File: src/rtl/dl_pkg.sv
// Shared definitions for the ioctl download path: widths reused by emu and the bridge FSM states.
package dl_pkg;

  localparam int unsigned DL_ADDR_W  = 25;
  localparam int unsigned DL_INDEX_W = 8;

  typedef enum logic [1:0] {
    StIdle,
    StLoad,
    StDrain,
    StDone
  } dl_state_e;

endpackage

File: src/rtl/dl_fifo.sv
// Synchronous FIFO with full/empty flags, occupancy count and a synchronous clear.
module dl_fifo #(
  parameter int unsigned DEPTH = 4,
  parameter int unsigned WIDTH = 8
) (
  input  logic                     clk_i,
  input  logic                     rst_ni,
  input  logic                     clr_i,
  input  logic                     push_i,
  input  logic [WIDTH-1:0]         wdata_i,
  input  logic                     pop_i,
  output logic [WIDTH-1:0]         rdata_o,
  output logic                     full_o,
  output logic                     empty_o,
  output logic [$clog2(DEPTH):0]   count_o
);

  localparam int unsigned PtrW = $clog2(DEPTH);
  localparam int unsigned CntW = $clog2(DEPTH) + 1;

  logic [WIDTH-1:0] mem_q [DEPTH];
  logic [PtrW-1:0]  wr_ptr_q, rd_ptr_q;
  logic [CntW-1:0]  count_q;
  logic             do_push, do_pop;

  assign full_o  = (count_q == CntW'(DEPTH));
  assign empty_o = (count_q == '0);
  assign count_o = count_q;
  assign rdata_o = mem_q[rd_ptr_q];

  assign do_push = push_i && !full_o;
  assign do_pop  = pop_i && !empty_o;

  always_ff @(posedge clk_i or negedge rst_ni) begin
    if (!rst_ni) begin
      wr_ptr_q <= '0;
      rd_ptr_q <= '0;
      count_q  <= '0;
    end else if (clr_i) begin
      wr_ptr_q <= '0;
      rd_ptr_q <= '0;
      count_q  <= '0;
    end else begin
      if (do_push) wr_ptr_q <= wr_ptr_q + PtrW'(1);
      if (do_pop)  rd_ptr_q <= rd_ptr_q + PtrW'(1);
      count_q <= count_q + CntW'(do_push) - CntW'(do_pop);
    end
  end

  // Storage needs no reset; the pointers define which entries are valid.
  always_ff @(posedge clk_i) begin
    if (do_push) mem_q[wr_ptr_q] <= wdata_i;
  end

endmodule

File: src/rtl/ioctl_dl_bridge.sv
// Buffers the HPS ioctl download stream into system's dn_* write port with flow control,
// range checking, byte counting and download start/done signalling.
module ioctl_dl_bridge
  import dl_pkg::*;
#(
  parameter int unsigned DEPTH  = 4,
  parameter int unsigned ADDR_W = 17
) (
  input  logic                  clk_sys,
  input  logic                  reset_n,
  input  logic                  ioctl_download,
  input  logic                  ioctl_wr,
  input  logic [DL_ADDR_W-1:0]  ioctl_addr,
  input  logic [7:0]            ioctl_dout,
  input  logic [DL_INDEX_W-1:0] ioctl_index,
  output logic                  ioctl_wait,
  input  logic                  dn_ready,
  output logic [ADDR_W-1:0]     dn_addr,
  output logic [7:0]            dn_data,
  output logic [DL_INDEX_W-1:0] dn_index,
  output logic                  dn_wr,
  output logic                  dl_active,
  output logic                  dl_done,
  output logic [DL_ADDR_W-1:0]  dl_bytes,
  output logic                  dl_error
);

  localparam int unsigned CntW  = $clog2(DEPTH) + 1;
  localparam int unsigned Width = ADDR_W + 8;

  dl_state_e state_q, state_d;

  logic                  start, push_req, in_range, push_ok, avail, pop;
  logic                  fifo_push, fifo_pop, fifo_full, fifo_empty;
  logic [Width-1:0]      fifo_rdata, in_word, head;
  logic [CntW-1:0]       fifo_count, occ_next;

  logic                  ioctl_wait_q, dn_wr_q, dl_error_q;
  logic [ADDR_W-1:0]     dn_addr_q;
  logic [7:0]            dn_data_q;
  logic [DL_INDEX_W-1:0] dn_index_q;
  logic [DL_ADDR_W-1:0]  dl_bytes_q;

  assign start    = (state_q == StIdle) && ioctl_download;
  assign push_req = (state_q == StLoad) && ioctl_wr;
  assign in_range = ((ioctl_addr >> ADDR_W) == '0);
  assign push_ok  = push_req && in_range && !fifo_full;
  assign in_word  = {ioctl_addr[ADDR_W-1:0], ioctl_dout};

  // An empty FIFO passes the incoming byte straight to the output stage for one-cycle latency.
  assign avail     = !fifo_empty || push_ok;
  assign pop       = avail && dn_ready;
  assign head      = fifo_empty ? in_word : fifo_rdata;
  assign fifo_push = push_ok && !(fifo_empty && dn_ready);
  assign fifo_pop  = pop && !fifo_empty;
  assign occ_next  = fifo_count + CntW'(fifo_push) - CntW'(fifo_pop);

  dl_fifo #(
    .DEPTH (DEPTH),
    .WIDTH (Width)
  ) u_fifo (
    .clk_i   (clk_sys),
    .rst_ni  (reset_n),
    .clr_i   (start),
    .push_i  (fifo_push),
    .wdata_i (in_word),
    .pop_i   (fifo_pop),
    .rdata_o (fifo_rdata),
    .full_o  (fifo_full),
    .empty_o (fifo_empty),
    .count_o (fifo_count)
  );

  always_comb begin
    state_d = state_q;
    unique case (state_q)
      StIdle:  if (ioctl_download) state_d = StLoad;
      StLoad:  if (!ioctl_download) state_d = StDrain;
      StDrain: if (fifo_empty && !dn_wr_q) state_d = StDone;
      StDone:  state_d = StIdle;
      default: state_d = StIdle;
    endcase
  end

  always_ff @(posedge clk_sys or negedge reset_n) begin
    if (!reset_n) begin
      state_q      <= StIdle;
      ioctl_wait_q <= 1'b0;
      dn_wr_q      <= 1'b0;
      dn_addr_q    <= '0;
      dn_data_q    <= '0;
      dn_index_q   <= '0;
      dl_bytes_q   <= '0;
      dl_error_q   <= 1'b0;
    end else begin
      state_q      <= state_d;
      // One entry of margin so the HPS can react before the FIFO actually fills.
      ioctl_wait_q <= (occ_next >= CntW'(DEPTH - 1));
      dn_wr_q      <= pop;
      if (pop) {dn_addr_q, dn_data_q} <= head;
      if (start) begin
        dn_index_q <= ioctl_index;
        dl_bytes_q <= '0;
        dl_error_q <= 1'b0;
      end else begin
        if (pop && !(&dl_bytes_q)) dl_bytes_q <= dl_bytes_q + 1'b1;
        if (push_req && (!in_range || fifo_full)) dl_error_q <= 1'b1;
      end
    end
  end

  assign ioctl_wait = ioctl_wait_q;
  assign dn_wr      = dn_wr_q;
  assign dn_addr    = dn_addr_q;
  assign dn_data    = dn_data_q;
  assign dn_index   = dn_index_q;
  assign dl_bytes   = dl_bytes_q;
  assign dl_error   = dl_error_q;
  assign dl_active  = (state_q != StIdle);
  assign dl_done    = (state_q == StDone);

endmodule

File: config.mk
export PLATFORM = sky130hd
export DESIGN_NAME = ioctl_dl_bridge
export DESIGN_NICKNAME = d
export VERILOG_FILES = /design/src/rtl/dl_pkg.sv /design/src/rtl/dl_fifo.sv /design/src/rtl/ioctl_dl_bridge.sv
export SDC_FILE = /design/constraint.sdc
export NUM_CORES = 1
export LEC_CHECK = 0
export ABC_AREA = 1
export CORE_MARGIN = 4
export CORE_UTILIZATION = 30
export DETAILED_ROUTE_END_ITERATION = 6
export PLACE_DENSITY = 0.62
export SKIP_CTS_REPAIR_TIMING = 1
export SYNTH_ARGS = -nofsm -noshare
export SYNTH_HDL_FRONTEND = slang
export SYNTH_SLANG_ARGS = --single-unit
File: constraint.sdc
create_clock -name clk_sys -period 2.7 [get_ports clk_sys]
set_input_delay 0.405 -clock clk_sys [delete_from_list [all_inputs] [get_ports clk_sys]]
set_output_delay 0.405 -clock clk_sys [all_outputs]
set_load 0.05 [all_outputs]
# After elaboration in Yosys (flattened, before gate mapping)
# Memory sizes are Yosys's and may differ from the RTL's.
# Cells that the tools add are included.
word_totals:
  mem_bits_ro: 0
  mem_count: 1
  ram_bits: 100
  ff_bits: 70
  latch_bits: 0
  word_cells: 74
  input_bits: 46
op_classes:
  reduce_logical: 31
  div_mod_pow: 0
  bitwise_logic: 0
  multipliers: 0
  muxes: 16
  magnitude_cmp: 1
  n_eq_ne: 7
  shifts: 0
  add_sub_neg: 7
memory_table:
  columns: ["memory", "depth", "width", "rd", "rd_clocked_by_memory_dff", "wr", "line", "rtl"]
  rows:
  - ["u_fifo.mem_q", 4, 25, 1, 0, 1, "dl_fifo.sv:21", "logic [WIDTH-1:0] mem_q [DEPTH];"]
op_table:
  columns: ["operator", "count"]
  rows:
  - ["$mux W25", 3]
  - ["$add A25 B1 Y25 const B", 1]
  - ["$logic_not A25 Y1", 1]
  - ["$reduce_and A25 Y1", 1]
  - ["$mux W2", 7]
  - ["$logic_and A1 B1 Y1", 13]
  - ["$reduce_bool A2 Y1", 5]
  - ["$pmux W2 S4", 1]
  - ["$add A3 B1 Y3", 2]
  - ["$logic_not A1 Y1", 6]
  - ["$ne A2 B2 Y1 const B", 3]
  - ["$sub A3 B1 Y3", 2]
  - ["$add A2 B1 Y2 const B", 2]
  - ["$eq A2 B2 Y1 const B", 2]
  - ["$mux W1", 4]
  - ["$eq A3 B3 Y1 const B", 1]
  - ["$ge A3 B2 Y1 const B", 1]
  - ["$logic_not A3 Y1", 1]
  - ["$mux W3", 1]
  - ["$reduce_and A3 Y1", 1]
  - ["$eq A2 B1 Y1 const B", 1]
  - ["$logic_not A2 Y1", 1]
  - ["$logic_or A1 B1 Y1", 2]

# Longest topological paths before layout
logic_depth:
  word_depth: 10
  depth_mapped: 12

# Cells and area by module
# From an unflattened synthesis, not the netlist that was laid out.
hier_totals:
  hier_cells: 792
  hier_area_um2: 7888.8
by_module_without_submodules:
  columns: ["mod", "n_inst", "cells_each", "area_per_inst_um2"]
  rows:
  - ["dl_fifo", 1, 305, 4227.8]
  - ["ioctl_dl_bridge", 1, 487, 3661.0]

# Least setup slack after synthesis
# Ideal clock, no wire load.
synth_path:
  path_kind: "input to register"
  start: "input ioctl_addr[24]"
  end: "memory u_fifo.mem_q[0][0] in the netlist's numbering, enable pin"
  cell_stages: 7
  slack_ns: 0.148
  required_ns: 2.293
  arrival_time_ns: 2.145
  n_path_buf: 0
  cell_sequence: "nor2_1 nand2_1 nor2_1 nand2_1 nor2_1 o21ai_0 nor2_1"
synth_between:
  elab_chain_len: 7
synth_rtl:
  columns: ["item", "line", "rtl"]
  rows:
  - ["start: declaration", "ioctl_dl_bridge.sv:13", "input logic [DL_ADDR_W-1:0] ioctl_addr,"]
  - ["$logic_not A25 Y1", "ioctl_dl_bridge.sv:46", "assign in_range = ((ioctl_addr >> ADDR_W) == '0);"]
  - ["$logic_and A1 B1 Y1 (2 in a row)", "ioctl_dl_bridge.sv:47", "assign push_ok = push_req && in_range && !fifo_full;"]
  - ["$logic_and A1 B1 Y1", "ioctl_dl_bridge.sv:54", "assign fifo_push = push_ok && !(fifo_empty && dn_ready);"]
  - ["$logic_and A1 B1 Y1", "dl_fifo.sv:31", "assign do_push = push_i && !full_o;"]
  - ["$mux W1", "dl_fifo.sv:52", "if (do_push) mem_q[wr_ptr_q] <= wdata_i;"]
  - ["$mux W1 (implied by the code)", "dl_fifo.sv:52", null]
  - ["end: declaration", "dl_fifo.sv:21", null]
# No other way between the ends.

# Worst setup path in the final report
layout_path:
  start: "register state_q[0]"
  end: "output dl_active"
layout_between:
  elab_chain_len: 1
layout_rtl:
  columns: ["item", "line", "rtl"]
  rows:
  - ["start: declaration", "ioctl_dl_bridge.sv:31", "dl_state_e state_q, state_d;"]
  - ["start signal: assignment", "ioctl_dl_bridge.sv:87", "state_q <= StIdle;"]
  - ["start signal: assignment", "ioctl_dl_bridge.sv:96", "state_q <= state_d;"]
  - ["$reduce_bool A2 Y1", "ioctl_dl_bridge.sv:119", "assign dl_active = (state_q != StIdle);"]
  - ["end: declaration", "ioctl_dl_bridge.sv:22", "output logic dl_active,"]
# No other way between the ends.

==> out/summary.log <==
[critical_path] endpoint class of the critical path output port
[floorplan] number of top-level pins 109
[routing] count of vias placed by the detailed router 5976
[finish] share of cells above drive strength 1 6.83%
[power] total power density per cell area 1000 nW/um2
[grt] largest net degree at the start of global routing 71
[grt] grt total ovfl 0
[placement] Routability Congestion 0.838
[clock_network] total clock buffers created by CTS 17
[critical_path] maximum fanout count along the critical path 4
[placement] number of I/O port buffers 108
[clock_network] Clock Path Buffers 2
[power] cell leakage power 4.13 nW
[routing] iteration-0 DRC count of the detailed router 361
[finish] leading cell type in the layout, fill and taps excluded nand2_1
[finish] highest-count cells in the layout ignoring fill and taps 311 x nand2_1, 117 x nand3_1, 107 x clkdlybuf4s50_1
[clock_network] clock latency on the worst-skew pair 0.43 ns
[sta] setup total negative slack 0 ns
[sta] Slew Viols, Final 0
[critical_path] FF-to-FF Start u_fifo.count_o[1]$_DFF_PN0_
[sta] final-layout worst hold slack 0.118 ns
[critical_path] data required time of the critical path 2.30 ns
[critical_path] critical path class reg -> out
[routing] router iterations before antenna repair 5
[floorplan] number of placement rows 58
[floorplan] die boundary width 170 um
[job] number of max-cap violations 0
[grt] gr usage total 13.6%
[clock_network] CTS sink cnt 170
[critical_path] minimum setup slack among reg-to-reg paths 0.63 ns
[finish] nets@finish 1000
[outcome] status finished clean
[synthesis] cell area after synthesis 7850 um2
[finish] area growth from synthesis to layout 27.1%
[sta] Final Skew 0.0117 ns
[placement] setup slack after placement 0.171 ns
[sta] clock period minus final worst setup slack 2.44 ns
[power] Total Power Consumption 10.0 mW
[synthesis] post-synthesis register bit count 170
[critical_path] CP startpoint kind flop
[floorplan] core footprint 25500 um2
[critical_path] worst reg-to-reg path cell count 11
[floorplan] vertical die dimension 170 um
[finish] post-route cell area 9980 um2
[sta] Fin. Hold Viols 0
[sta] RSZ-0062 raised after global routing no
[synthesis] Mapped Nets 895
[synthesis] synthesized area per cell 9.41 um2
[clock_network] number of H-tree levels 4
[grt] global-route wire length before repair 30.9 mm
[clock_network] clock tree from TritonCTS done
[synthesis] Unique masters post-synth 27
[routing] per-cell routed wire length 15.0 um
[routing] post-detailed-route DRC marker count 0
[clock_network] Clock Pin Slew Worst Setup and Hold Paths 0.07 ns
[sta] total of endpoints with negative setup slack in the final report 0
[sta] final clock period utilization by the worst path 90.3%
[placement] HPWL after detailed placement 12.1 mm
[synthesis] register area share after synthesis 60.6%
[synthesis] yosys warns 0
[sta] remaining max-slew budget at the tightest pin 38.4%
[sta] Worst-Margin Slew 0.925 ns
[floorplan] die area 28800 um2
[grt] number of antenna violations at the first check in global routing 1
[routing] number of nets still failing antenna checks after routing 0
[grt] number of global-route vias before repair 5821
[floorplan] effective utilization at floorplan 30.8%
[clock_network] root buffer selected by CTS clkbuf_16
[placement] area post-placement 9360 um2
[finish] diode count 0
[sta] f_max 410 MHz
[routing] aggregate routed wire length 19.2 mm
[critical_path] critical path arrival 2.03 ns
[sta] least setup slack across all paths after layout 0.262 ns
[synthesis] gate count of the mapped netlist 834
[power] IR Drop Worst-Case VDD 0.760 mV
[critical_path] Critical R2R Capture u_fifo.count_o[2]$_DFF_PN0_
[routing] via-per-instance ratio 4.66
[worst_hold_path] worst min-delay path category in -> async
## cell families (layout without fill, tap and decap cells)
logic type               count (synthesis)  in the layout  synth area share, %
AO/OA/AOI/OAI                           42             42                 3.54
XOR/XNOR                                15             15                 1.67
adder cells (fa/ha/maj)                 15             15                 2.58
buffers and inverters                   77            195                 4.03
flip-flops                             170            170                 60.6
AND/OR/NAND/NOR                        515            515                 27.6
## state kept, by name, summed over array words and instances, names as in the netlist
name / cells
dl_bytes: 25
u_fifo.mem_q: 100
dn_index: 8
dn_addr: 17
ioctl_wait: 1
dn_wr: 1
u_fifo.count_o: 3
dl_error: 1
state_q: 2
u_fifo.rd_ptr_q: 2
dn_data: 8
u_fifo.wr_ptr_q: 2
## cells in the mapped netlist, drive strengths merged
| cell | number | area share, % |
|---|---|---|
| edfxtp | 100 | 38 |
| dfrtp | 70 | 22 |
| fa | 2 | 0.51 |
| xor2 | 15 | 1.7 |
| inv | 36 | 1.7 |
| nor3 | 1 | 0.064 |
| a21oi | 9 | 0.57 |
| o21bai | 2 | 0.19 |
| nor3b | 1 | 0.096 |
| nor2 | 71 | 3.7 |
| nand2 | 316 | 15 |
| o21ai | 6 | 0.38 |
| clkinv | 2 | 0.096 |
| nand3b | 1 | 0.096 |
| nand4 | 7 | 0.56 |
| buf | 7 | 0.69 |
| ha | 13 | 2.1 |
| clkbuf | 32 | 1.5 |
| o211ai | 25 | 2.4 |
| nand3 | 118 | 7.7 |
## per-stage QoR
stage	utilization (%)	cells
2_1_floorplan	-	834
3_5_place_dp	36.7	1250
6_report	39.2	1282
4_1_cts	39.2	1282
3_3_place_gp	36.7	1250
5_1_grt	39.2	1282
## per-layer routing
layer  track usage (%)  share of wire [%]  vias up
met1              18.0                 45     2790
met4              2.35               0.57        2
li1                  -                  -     2983
met5                 0               0.10        -
met3              4.89                7.9       13
met2              21.9                 47      188
## final cells by class
cell class / count / area, um2
sequential: 170 / 4750
clock inverter: 15 / 196
inverter: 38 / 143
tap: 330 / 413
fill: 2496 / 15500
clock buffer: 17 / 425
timing repair buffer: 125 / 1260
multi-input combinational: 587 / 2790
## critical path, stage by stage, from the launching register on
cell and delay [ns]:
dfrtp_1 0.39, inv_1 0.10, ha_1 0.23, inv_1 0.07
clkdlybuf4s50_1 0.82
## power breakdown
group / switching (mW) / leakage (nW) / internal, mW
Sequential: 0.231 / 1.79 / 3.11
Clock: 1.17 / 0.301 / 1.35
Combinational: 2.86 / 2.03 / 1.30
## how the worst max path moves through the flow
stage | startpoint | endpoint | slack, ns | cells after the start
after floorplan | ioctl_addr[24] | u_fifo.mem_q[0][0]$_DFFE_PP_ | 0.15 | 7
final | state_q[0]$_DFFE_PN0P_ | dl_active | 0.26 | 4
after CTS | state_q[0]$_DFFE_PN0P_ | dl_active | 0.24 | 4
after global placement | ioctl_addr[22] | u_fifo.count_o[2]$_DFF_PN0_ | 0.23 | 13
after detailed placement | ioctl_addr[22] | u_fifo.count_o[2]$_DFF_PN0_ | 0.17 | 13
after global routing | state_q[0]$_DFFE_PN0P_ | dl_active | 0.16 | 4
(Power assumes the default switching activity.)
